File: config.mk
export PLATFORM = sky130hd
export DESIGN_NAME = serial_subtractor_flat
export DESIGN_NICKNAME = d
export VERILOG_FILES = /design/src/rtl/serial_subtractor_if.sv /design/src/rtl/serial_subtractor.sv /design/src/flat_wrapper.sv
export SDC_FILE = /design/constraint.sdc
export NUM_CORES = 1
export LEC_CHECK = 0
export CAP_MARGIN = 10
export CELL_PAD_IN_SITES_DETAIL_PLACEMENT = 0
export CELL_PAD_IN_SITES_GLOBAL_PLACEMENT = 1
export CORE_MARGIN = 10
export CORE_UTILIZATION = 25
export CTS_CLUSTER_DIAMETER = 30
export DETAILED_ROUTE_END_ITERATION = 8
export PLACE_DENSITY_LB_ADDON = 0.1
export SLEW_MARGIN = 20
export SYNTH_ARGS = -nofsm -noshare
export SYNTH_HDL_FRONTEND = slang
export SYNTH_SLANG_ARGS = --single-unit
File: constraint.sdc
create_clock -name clk -period 1.4 [get_ports clk]
set_input_delay 0.28 -clock clk [delete_from_list [all_inputs] [get_ports clk]]
set_output_delay 0.28 -clock clk [all_outputs]
set_load 0.01 [all_outputs]
File: src/rtl/serial_subtractor_if.sv
// Operand/result bundle for the bit-serial subtractor.
// master drives the request, slave (the subtractor) returns result and serial stream.
interface serial_subtractor_if #(
  parameter int WIDTH = 8
);
  logic             start;
  logic [WIDTH-1:0] a;
  logic [WIDTH-1:0] b;
  logic [WIDTH-1:0] diff;
  logic             borrow;
  logic             busy;
  logic             done;
  logic             bit_out;
  logic             bit_valid;

  modport master (
    output start, a, b,
    input  diff, borrow, busy, done, bit_out, bit_valid
  );

  modport slave (
    input  start, a, b,
    output diff, borrow, busy, done, bit_out, bit_valid
  );
endinterface

File: src/rtl/serial_subtractor.sv
// Bit-serial unsigned subtractor: a-b computed one bit per clock, LSB first.
// Result and final borrow are registered and held until the next accepted start.
module serial_subtractor #(
  parameter int WIDTH = 8
) (
  input logic                clk,
  input logic                rst,
  serial_subtractor_if.slave bus
);
  localparam int CW = $clog2(WIDTH + 1);
  localparam logic [CW-1:0] LAST_BIT = CW'(WIDTH - 1);

  typedef enum logic [1:0] {
    IDLE = 2'd0,
    RUN  = 2'd1,
    DONE = 2'd2
  } state_t;

  state_t state_reg, state_next;

  logic [WIDTH-1:0] a_reg, b_reg, diff_reg;
  logic [WIDTH-1:0] a_shift, b_shift, diff_shift;
  logic [CW-1:0]    cnt_reg;
  logic             bin_reg, borrow_reg, bit_out_reg, bit_valid_reg;
  logic             d_bit, bout_bit, last_bit, accept;
  logic             busy_c, done_c;

  assign d_bit    = a_reg[0] ^ b_reg[0] ^ bin_reg;
  assign bout_bit = (~a_reg[0] & b_reg[0]) | (~(a_reg[0] ^ b_reg[0]) & bin_reg);
  assign last_bit = (cnt_reg == LAST_BIT);
  assign accept   = bus.start && (state_reg != RUN);

  // Operands shift right toward bit 0; the difference fills from the MSB end.
  genvar gi;
  generate
    for (gi = 0; gi < WIDTH - 1; gi++) begin : g_shift
      assign a_shift[gi]    = a_reg[gi+1];
      assign b_shift[gi]    = b_reg[gi+1];
      assign diff_shift[gi] = diff_reg[gi+1];
    end
  endgenerate
  assign a_shift[WIDTH-1]    = 1'b0;
  assign b_shift[WIDTH-1]    = 1'b0;
  assign diff_shift[WIDTH-1] = d_bit;

  always_ff @(posedge clk) begin
    if (rst) begin
      state_reg <= IDLE;
    end else begin
      state_reg <= state_next;
    end
  end

  always_comb begin
    state_next = state_reg;
    busy_c     = 1'b0;
    done_c     = 1'b0;
    case (state_reg)
      IDLE: begin
        if (bus.start) state_next = RUN;
      end
      RUN: begin
        busy_c = 1'b1;
        if (last_bit) state_next = DONE;
      end
      DONE: begin
        done_c     = 1'b1;
        state_next = bus.start ? RUN : IDLE;
      end
      default: state_next = IDLE;
    endcase
  end

  always_ff @(posedge clk) begin
    if (rst) begin
      a_reg         <= '0;
      b_reg         <= '0;
      diff_reg      <= '0;
      cnt_reg       <= '0;
      bin_reg       <= 1'b0;
      borrow_reg    <= 1'b0;
      bit_out_reg   <= 1'b0;
      bit_valid_reg <= 1'b0;
    end else begin
      bit_valid_reg <= 1'b0;
      if (state_reg == RUN) begin
        a_reg         <= a_shift;
        b_reg         <= b_shift;
        diff_reg      <= diff_shift;
        bin_reg       <= bout_bit;
        cnt_reg       <= cnt_reg + CW'(1);
        bit_out_reg   <= d_bit;
        bit_valid_reg <= 1'b1;
        if (last_bit) borrow_reg <= bout_bit;
      end else if (accept) begin
        a_reg   <= bus.a;
        b_reg   <= bus.b;
        bin_reg <= 1'b0;
        cnt_reg <= '0;
      end
    end
  end

  assign bus.diff      = diff_reg;
  assign bus.borrow    = borrow_reg;
  assign bus.busy      = busy_c;
  assign bus.done      = done_c;
  assign bus.bit_out   = bit_out_reg;
  assign bus.bit_valid = bit_valid_reg;
endmodule

File: src/flat_wrapper.sv
// flat-port wrapper written by rule: the top's interface ports become plain ports
module serial_subtractor_flat 
#(
  parameter int WIDTH = 8
)
  (clk, rst, bus_start, bus_a, bus_b, bus_diff, bus_borrow, bus_busy, bus_done, bus_bit_out, bus_bit_valid);
  serial_subtractor_if #(.WIDTH(WIDTH)) bus_i ();
  input logic clk;
  input logic rst;
  input wire logic [$bits(bus_i.start)-1:0] bus_start;
  input wire logic [$bits(bus_i.a)-1:0] bus_a;
  input wire logic [$bits(bus_i.b)-1:0] bus_b;
  output wire logic [$bits(bus_i.diff)-1:0] bus_diff;
  output wire logic [$bits(bus_i.borrow)-1:0] bus_borrow;
  output wire logic [$bits(bus_i.busy)-1:0] bus_busy;
  output wire logic [$bits(bus_i.done)-1:0] bus_done;
  output wire logic [$bits(bus_i.bit_out)-1:0] bus_bit_out;
  output wire logic [$bits(bus_i.bit_valid)-1:0] bus_bit_valid;
  assign bus_i.start = bus_start;
  assign bus_i.a = bus_a;
  assign bus_i.b = bus_b;
  assign bus_diff = bus_i.diff;
  assign bus_borrow = bus_i.borrow;
  assign bus_busy = bus_i.busy;
  assign bus_done = bus_i.done;
  assign bus_bit_out = bus_i.bit_out;
  assign bus_bit_valid = bus_i.bit_valid;
  serial_subtractor #(.WIDTH(WIDTH)) u_core (.clk(clk), .rst(rst), .bus(bus_i));
endmodule
==> run metrics <==
Crit-path slowest cell fa_2; die area 8850 µm²; Required @ worst endpoint 1.62 ns; placement-stage cell area 1790 µm²; clock latency on the worst-skew pair 0.28 ns; Netlist cell types 23; cells along the critical path inv_1, fa_2, or3_1, a21oi_1; Residual DRC 0; CTS root buffer clkbuf_8; crit-path max FO 2; Slew @ Worst Pin 0.200 ns; GR Overflow Total 0; Final ANT Viol Nets 0; worst hold path startpoint u_core.bus.diff[0]; Yosys warning count 0; FMAX 757 MHz; Mapped Avg Cell Area 9.21 µm²; CP Buf/Inv Count 1; Avg WL per Cell 12.6 µm; share of post-route cells with drive strength above 1 0.0989; die span in y 94.1 µm; vias in the first global route 1150; Min-Delay Path Class flip-flop to flip-flop; Final setup viols 0; Nets 202; hold endpoint u_core.bus.diff[0]; most frequent cells in the layout 33 x dfxtp_1, 18 x clkdlybuf4s50_1, 17 x nand2_1; dpl cells 244; DRT Pass-1 Iters 4; PwrDens 1070 nW/µm²; type of destination of the critical path flip-flop; Crit Path Class flip-flop to flip-flop; CTS tree built; via count 1117; non-filler cells, final 252; CP startpoint kind flip-flop; die boundary width 94.1 µm; Reg2Reg Depth 4; Cell Area, Synth 1370 µm²; Slew HR 0.866; initial drt markers 30; synthesis-to-layout area growth 35.7%; LEAKAGE 0.761 nW; worst reg2reg startpoint u_core.b_reg[0]; minimum clock period 1.32 ns; Setup WS pre-CTS -0.0871 ns; Core Footprint 5200 µm²; final RePlAce weighted congestion 0.704; cts bufs inserted 5; final worst slack 0.0786 ns; Avg Vias per Cell 4.43; Max Slew Vio Count 0; initial antenna violation count 0; CTS Sinks 33; reg2reg end u_core.bus.borrow; HPWL after DPL 2160 µm; CTS clock-pin slew for the worst setup and hold paths 0.06 ns; Worst Hold Path Cells 2; largest net degree at the start of global routing 34; status complete, no violations; worst reg2reg setup slack 0.08 ns; most common cell after layout, fill and taps aside dfxtp_1; fin area 1860 µm²; H-tree Lvls 2; RSZ-0062 raised after global routing false; ANT cells 0; Starting Density 0.264; Synthesized Nets 170; boundary pin count 32; final hold vios 0; Port Buf Inserts 31; fin crit share 0.944; setup bufs post-CTS 0; overall routing resource usage 0.0770; Cell Rows 26; Post-Syn Instances 149; Seq cells post-synth 33; kind of cell adding the most delay to the critical path adder cells; Setup Skew 0.00260 ns; first-pass GRT wire length 5440 µm; post-synthesis sequential area ratio 0.481; arrival time worst endpoint 1.54 ns; Total Routed Length 3180 µm; filler instances 556; Clock Path Buffers 2; worst vdd rail ir drop 0.363 mV; slowest stage delay, CP 0.38 ns; max cap viols 0
==> metrics by stage <==
| step | power (mW) | TNS (ns) | hold WS [ns] | utilization |
|---|---|---|---|---|
| after global routing | 2.10 | 0 | 0.488 | 0.358 |
| after detailed placement | 1.34 | -0.403 | 0.452 | 0.343 |
| after floorplan | 1.21 | 0 | 0.461 | - |
| after CTS | 2.02 | 0 | 0.459 | 0.356 |
| after global placement | 1.33 | -0.177 | 0.443 | 0.343 |
| final | 1.99 | 0 | 0.459 | 0.358 |
==> cells in the mapped netlist <==
library cell	instances	area share
mux2i_1	16	0.12
a31oi_1	1	0.0046
nor2b_1	2	0.0091
or3_1	3	0.014
buf_4	2	0.011
nor2_1	16	0.044
a211oi_1	14	0.077
ha_1	1	0.0091
a21oi_1	14	0.051
clkbuf_1	6	0.016
inv_4	1	0.0046
fa_1	1	0.015
mux2_4	1	0.011
nand3_1	2	0.0073
buf_2	5	0.018
nor3_1	3	0.011
nand3b_1	4	0.022
nand2b_1	3	0.014
inv_1	2	0.0055
dfxtp_1	33	0.48
o21ai_0	1	0.0036
a211oi_2	1	0.0091
nand2_1	17	0.046
==> worst max path at each step <==
stage                                from                end  slack [ns]  cells past startpoint
after floorplan           u_core.b_reg[0]  u_core.bus.borrow        0.10                      4
final                     u_core.b_reg[0]  u_core.bus.borrow        0.08                      4
after global placement          bus_start  u_core.cnt_reg[2]       -0.07                      4
after global routing      u_core.b_reg[0]  u_core.bus.borrow       0.005                      4
after detailed placement        bus_start  u_core.cnt_reg[2]       -0.09                      4
after CTS                 u_core.b_reg[0]  u_core.bus.borrow        0.02                      4
==> report_power, final <==
group / internal [mW] / leakage, nW / switching, mW / total [mW]
sequential: 0.993 / 0.270 / 0.0291 / 1.02
combinational: 0.153 / 0.451 / 0.138 / 0.290
clock: 0.353 / 0.0395 / 0.327 / 0.679
total: 1.50 / 0.761 / 0.494 / 1.99
==> tightest hold or removal path: cells and delay by family, from the launching register on <==
kind	cells	cell delay [ns]
AO/OA/AOI/OAI	1	0.05
AND/OR/NAND/NOR	1	0.05
flip-flops	1	0.31
==> cells by family (layout without fill, tap and decap cells) <==
family	Yosys count	after routing	synth area share
flip-flops	33	33	0.481
multiplexers	17	17	0.128
AND/OR/NAND/NOR	50	50	0.167
buffers and inverters	16	49	0.0556
AO/OA/AOI/OAI	31	31	0.145
adder cells (fa/ha/maj)	2	2	0.0237
==> final cells by class <==
type / count / area [µm²] / area share
sequential: 33 / 661 / 0.355
multi-input combinational: 100 / 641 / 0.344
timing repair buffer: 38 / 380 / 0.204
tap: 70 / 87.6 / 0.0470
clock buffer: 8 / 80.1 / 0.0430
inverter: 3 / 13.8 / 0.00739
==> metal layers <==
metal / vias to the layer above / GRT usage / part of all wire
li1: 577 / - / -
met1: 507 / 0.0916 / 0.47
met2: 26 / 0.111 / 0.42
met3: 7 / 0.0344 / 0.078
met4: 0 / 0.0456 / 0.027
met5: - / 0 / 0
==> repair_timing <==
action / CTS / global route
endpoints found under the setup margin: 13 / 11
hold buffers: 0 / 0
endpoints found under the hold margin: 0 / 0
resized for setup: 14 / 6
pin swaps: 0 / 0
No activity file was read; power rests on OpenSTA's default activity.
==> patch (config.mk and constraints unchanged) <==
Re-encode `state_t` (3 states) as one-hot, 3 bits wide.
--- a/src/rtl/serial_subtractor.sv
+++ b/src/rtl/serial_subtractor.sv
@@ -11,8 +11,8 @@
   localparam logic [CW-1:0] LAST_BIT = CW'(WIDTH - 1);
 
-  typedef enum logic [1:0] {
-    IDLE = 2'd0,
-    RUN  = 2'd1,
-    DONE = 2'd2
+  typedef enum logic [2:0] {
+    IDLE = 3'b001,
+    RUN  = 3'b010,
+    DONE = 3'b100
   } state_t;
 
Function: same outputs for any inputs over 10 cycles, from zero or initial values and one cycle with rst high; not proved beyond that.
==> patch against the unedited design <==
The flow now finishes with violations (setup timing); worst setup slack got worse by 0.15 ns; power rose by 0.96%; non-clock buffer count rose by 4; combinational power fell by 19%; wire length rose by 16%; synthesized area rose by 5.2%; sequential cell count rose by 1; final area rose by 9.9%; largest power group unchanged.
==> patch: results (changes against the unedited design) <==
* Sequential-to-total area share from yosys stat at 47.1% (was 48.1%)
* Final setup margin at -0.0677 ns (was 0.0786 ns)
* Synth unique cells at 31 (was 23)
* Layout cell share with drive strength beyond 1 at 20.8% (was 9.89%)
* Hold endpoint: u_core.bus.diff[0] (unchanged)
* Yosys warns at 0 (unchanged)
* Critical path's slowest cell: or3b_4 (was fa_2)
* Hold_sp: u_core.bus.diff[0] (unchanged)
* TritonCTS Buffers at 5 (unchanged)
* Setup TNS at -0.175 ns (was 0 ns)
* Worst hold path type: flip-flop to flip-flop (unchanged)
* Top post-synthesis cells by count: dfxtp_1 (34), nand2_1 (18), mux2i_1 (16) (was dfxtp_1 (33), nand2_1 (17), mux2i_1 (16), nor2_1 (16))
* M2 GR Usage at 12.5% (was 11.1%)
* Hold path depth at 2 (unchanged)
* Reg2reg path depth at 4 (unchanged)
* Starting DRT DRC Count at 62 (was 30)
* Pin count of the biggest net entering global routing at 28 (was 34)
* Placed Area at 1880 um2 (was 1790 um2)
* Initial antenna violation count at 0 (unchanged)
* Port Buf Inserts at 31 (unchanged)
* Diodes inserted at 0 (unchanged)
* Nets at 212 (was 202)
* RD Place Congestion at 0.711 (was 0.704)
* CTS H-tree lvls at 2 (unchanged)
* R2R Path Start: u_core.state_reg[2] (was u_core.b_reg[0])
* GRT Util Overall at 8.24% (was 7.70%)
* GRT met1 Usage at 9.90% (was 9.16%)
* Worst EP arrival at 1.19 ns (was 1.54 ns)
* Via Count at 1201 (was 1117)
* Setup Skew at 0.00423 ns (was 0.00260 ns)
* Static Leakage at 0.834 nW (was 0.761 nW)
* WHS at 0.452 ns (was 0.459 ns)
* Detailed Place HPWL at 2.60 mm (was 2.16 mm)
* TritonRoute pass-1 iters at 4 (unchanged)
* Clk pin slew, worst setup/hold paths at 0.07 ns
* Synth area leaders: dfxtp_1 (47%), mux2i_1 (11%), a211oi_1 (7.3%) (was dfxtp_1 (48%), mux2i_1 (12%), a211oi_1 (7.7%))
* Ys async rst share at 0% (unchanged)
* Register-to-Register Setup Slack at -0.06 ns (was 0.08 ns)
* CP max FO at 4 (was 2)
* Clock buffer depth at 2 (unchanged)
* Reg-to-Reg End: u_core.bus.borrow (unchanged)
* Vias in the first global route at 1192 (was 1150)
* Worst slew pin tran at 0.246 ns (was 0.200 ns)
* GR Layer Usage met3 at 3.19% (was 3.44%)
* Net Count, Synth at 176 (was 170)
* CP peak stage delay at 0.41 ns (was 0.38 ns)
* Status: finished, violations left (was finished clean)
* Setup-failing EPs final at 3 (was 0)
* Worst IR Drop VDD at 0.411 mV (was 0.363 mV)
* Clock insertion delay at the later pin of the skew report at 0.28 ns (about the same)
* Postcts setup bufs at 0 (unchanged)
* Root buffer cell: clkbuf_8 (unchanged)
* Wirelength per Cell at 13.9 um (was 12.6 um)
* First-pass GRT wire length at 5.91 mm (was 5.44 mm)
* Main synth FF type: dfxtp_1 (unchanged)
* Failing checks: setup timing
patch: cell count changes in the layout (fill, tap and decap cells not counted), moves of 2 or more:
| cell | unedited run | this run |
|---|---|---|
| nand2b_1 | 2 | 4 |
| a211oi_2 | 1 | 5 |
| a211oi_1 | 14 | 9 |
| buf_6 | 0 | 2 |
| buf_4 | 4 | 7 |
| nor2_2 | 0 | 4 |
| dfxtp_2 | 0 | 2 |
| nor2_1 | 16 | 10 |
| clkbuf_1 | 3 | 1 |
patch: final cells by class:
cell class	instances	area, um2
inverters	3	16.3
well taps	72	90.1
fillers	583	3490
flip-flops and latches	34	683
multi-input cells	105	749
repair buffers	42	417
clock inverters	1	5.00
clock buffers	7	86.3
patch: report_power, final:
part	internal (mW)	total (mW)	switching, mW
combinational	0.133	0.235	0.102
sequential	1.01	1.03	0.0246
clock	0.397	0.744	0.348
patch: worst max-delay path by stage:
stage               endpoint  cells after the start                start
floorplan           bus_busy                      4  u_core.state_reg[1]
global placement    bus_busy                      3  u_core.state_reg[0]
detailed placement  bus_busy                      3  u_core.state_reg[2]
CTS                 bus_busy                      3  u_core.state_reg[2]
global route        bus_busy                      3  u_core.state_reg[2]
finish              bus_busy                      3  u_core.state_reg[2]
patch: logic make-up after synthesis:
kind of cell	after synthesis	synth area share, %
flip-flops	34	47.1
multiplexers	16	11.1
buffers and inverters	16	4.94
AO/OA/AOI/OAI	35	17.0
AND/OR/NAND/NOR	52	17.6
adder cells (fa/ha/maj)	2	2.25
patch: routing by layer:
| layer | routed length [um] | vias to the layer above | share of wire, % |
|---|---|---|---|
| li1 | - | 612 | - |
| met1 | 1710 | 559 | 46 |
| met2 | 1700 | 24 | 46 |
| met3 | 203 | 6 | 5.5 |
| met4 | 65 | 0 | 1.8 |
| met5 | 0 | - | 0 |
patch: worst max-delay path, delay by kind of cell, from the launching register on:
family                 cells  cell delay [ns]
buffers and inverters      2             0.16
DFF                        1             0.34
and+or+nand+nor            1             0.41
patch: metrics by stage:
step / setup slack, ns / instances / power (mW)
2_1_floorplan: 0.0372 / 155 / 1.16
3_3_place_gp: -0.200 / 256 / 1.26
3_5_place_dp: -0.205 / 256 / 1.27
4_1_cts: -0.0817 / 264 / 2.03
5_1_grt: -0.109 / 264 / 2.11
6_report: -0.0677 / 264 / 2.01
patch: what timing repair did:
item,in CTS,in global routing
resized for setup,33,12
endpoints found under the setup margin,25,12
pin swaps,0,2
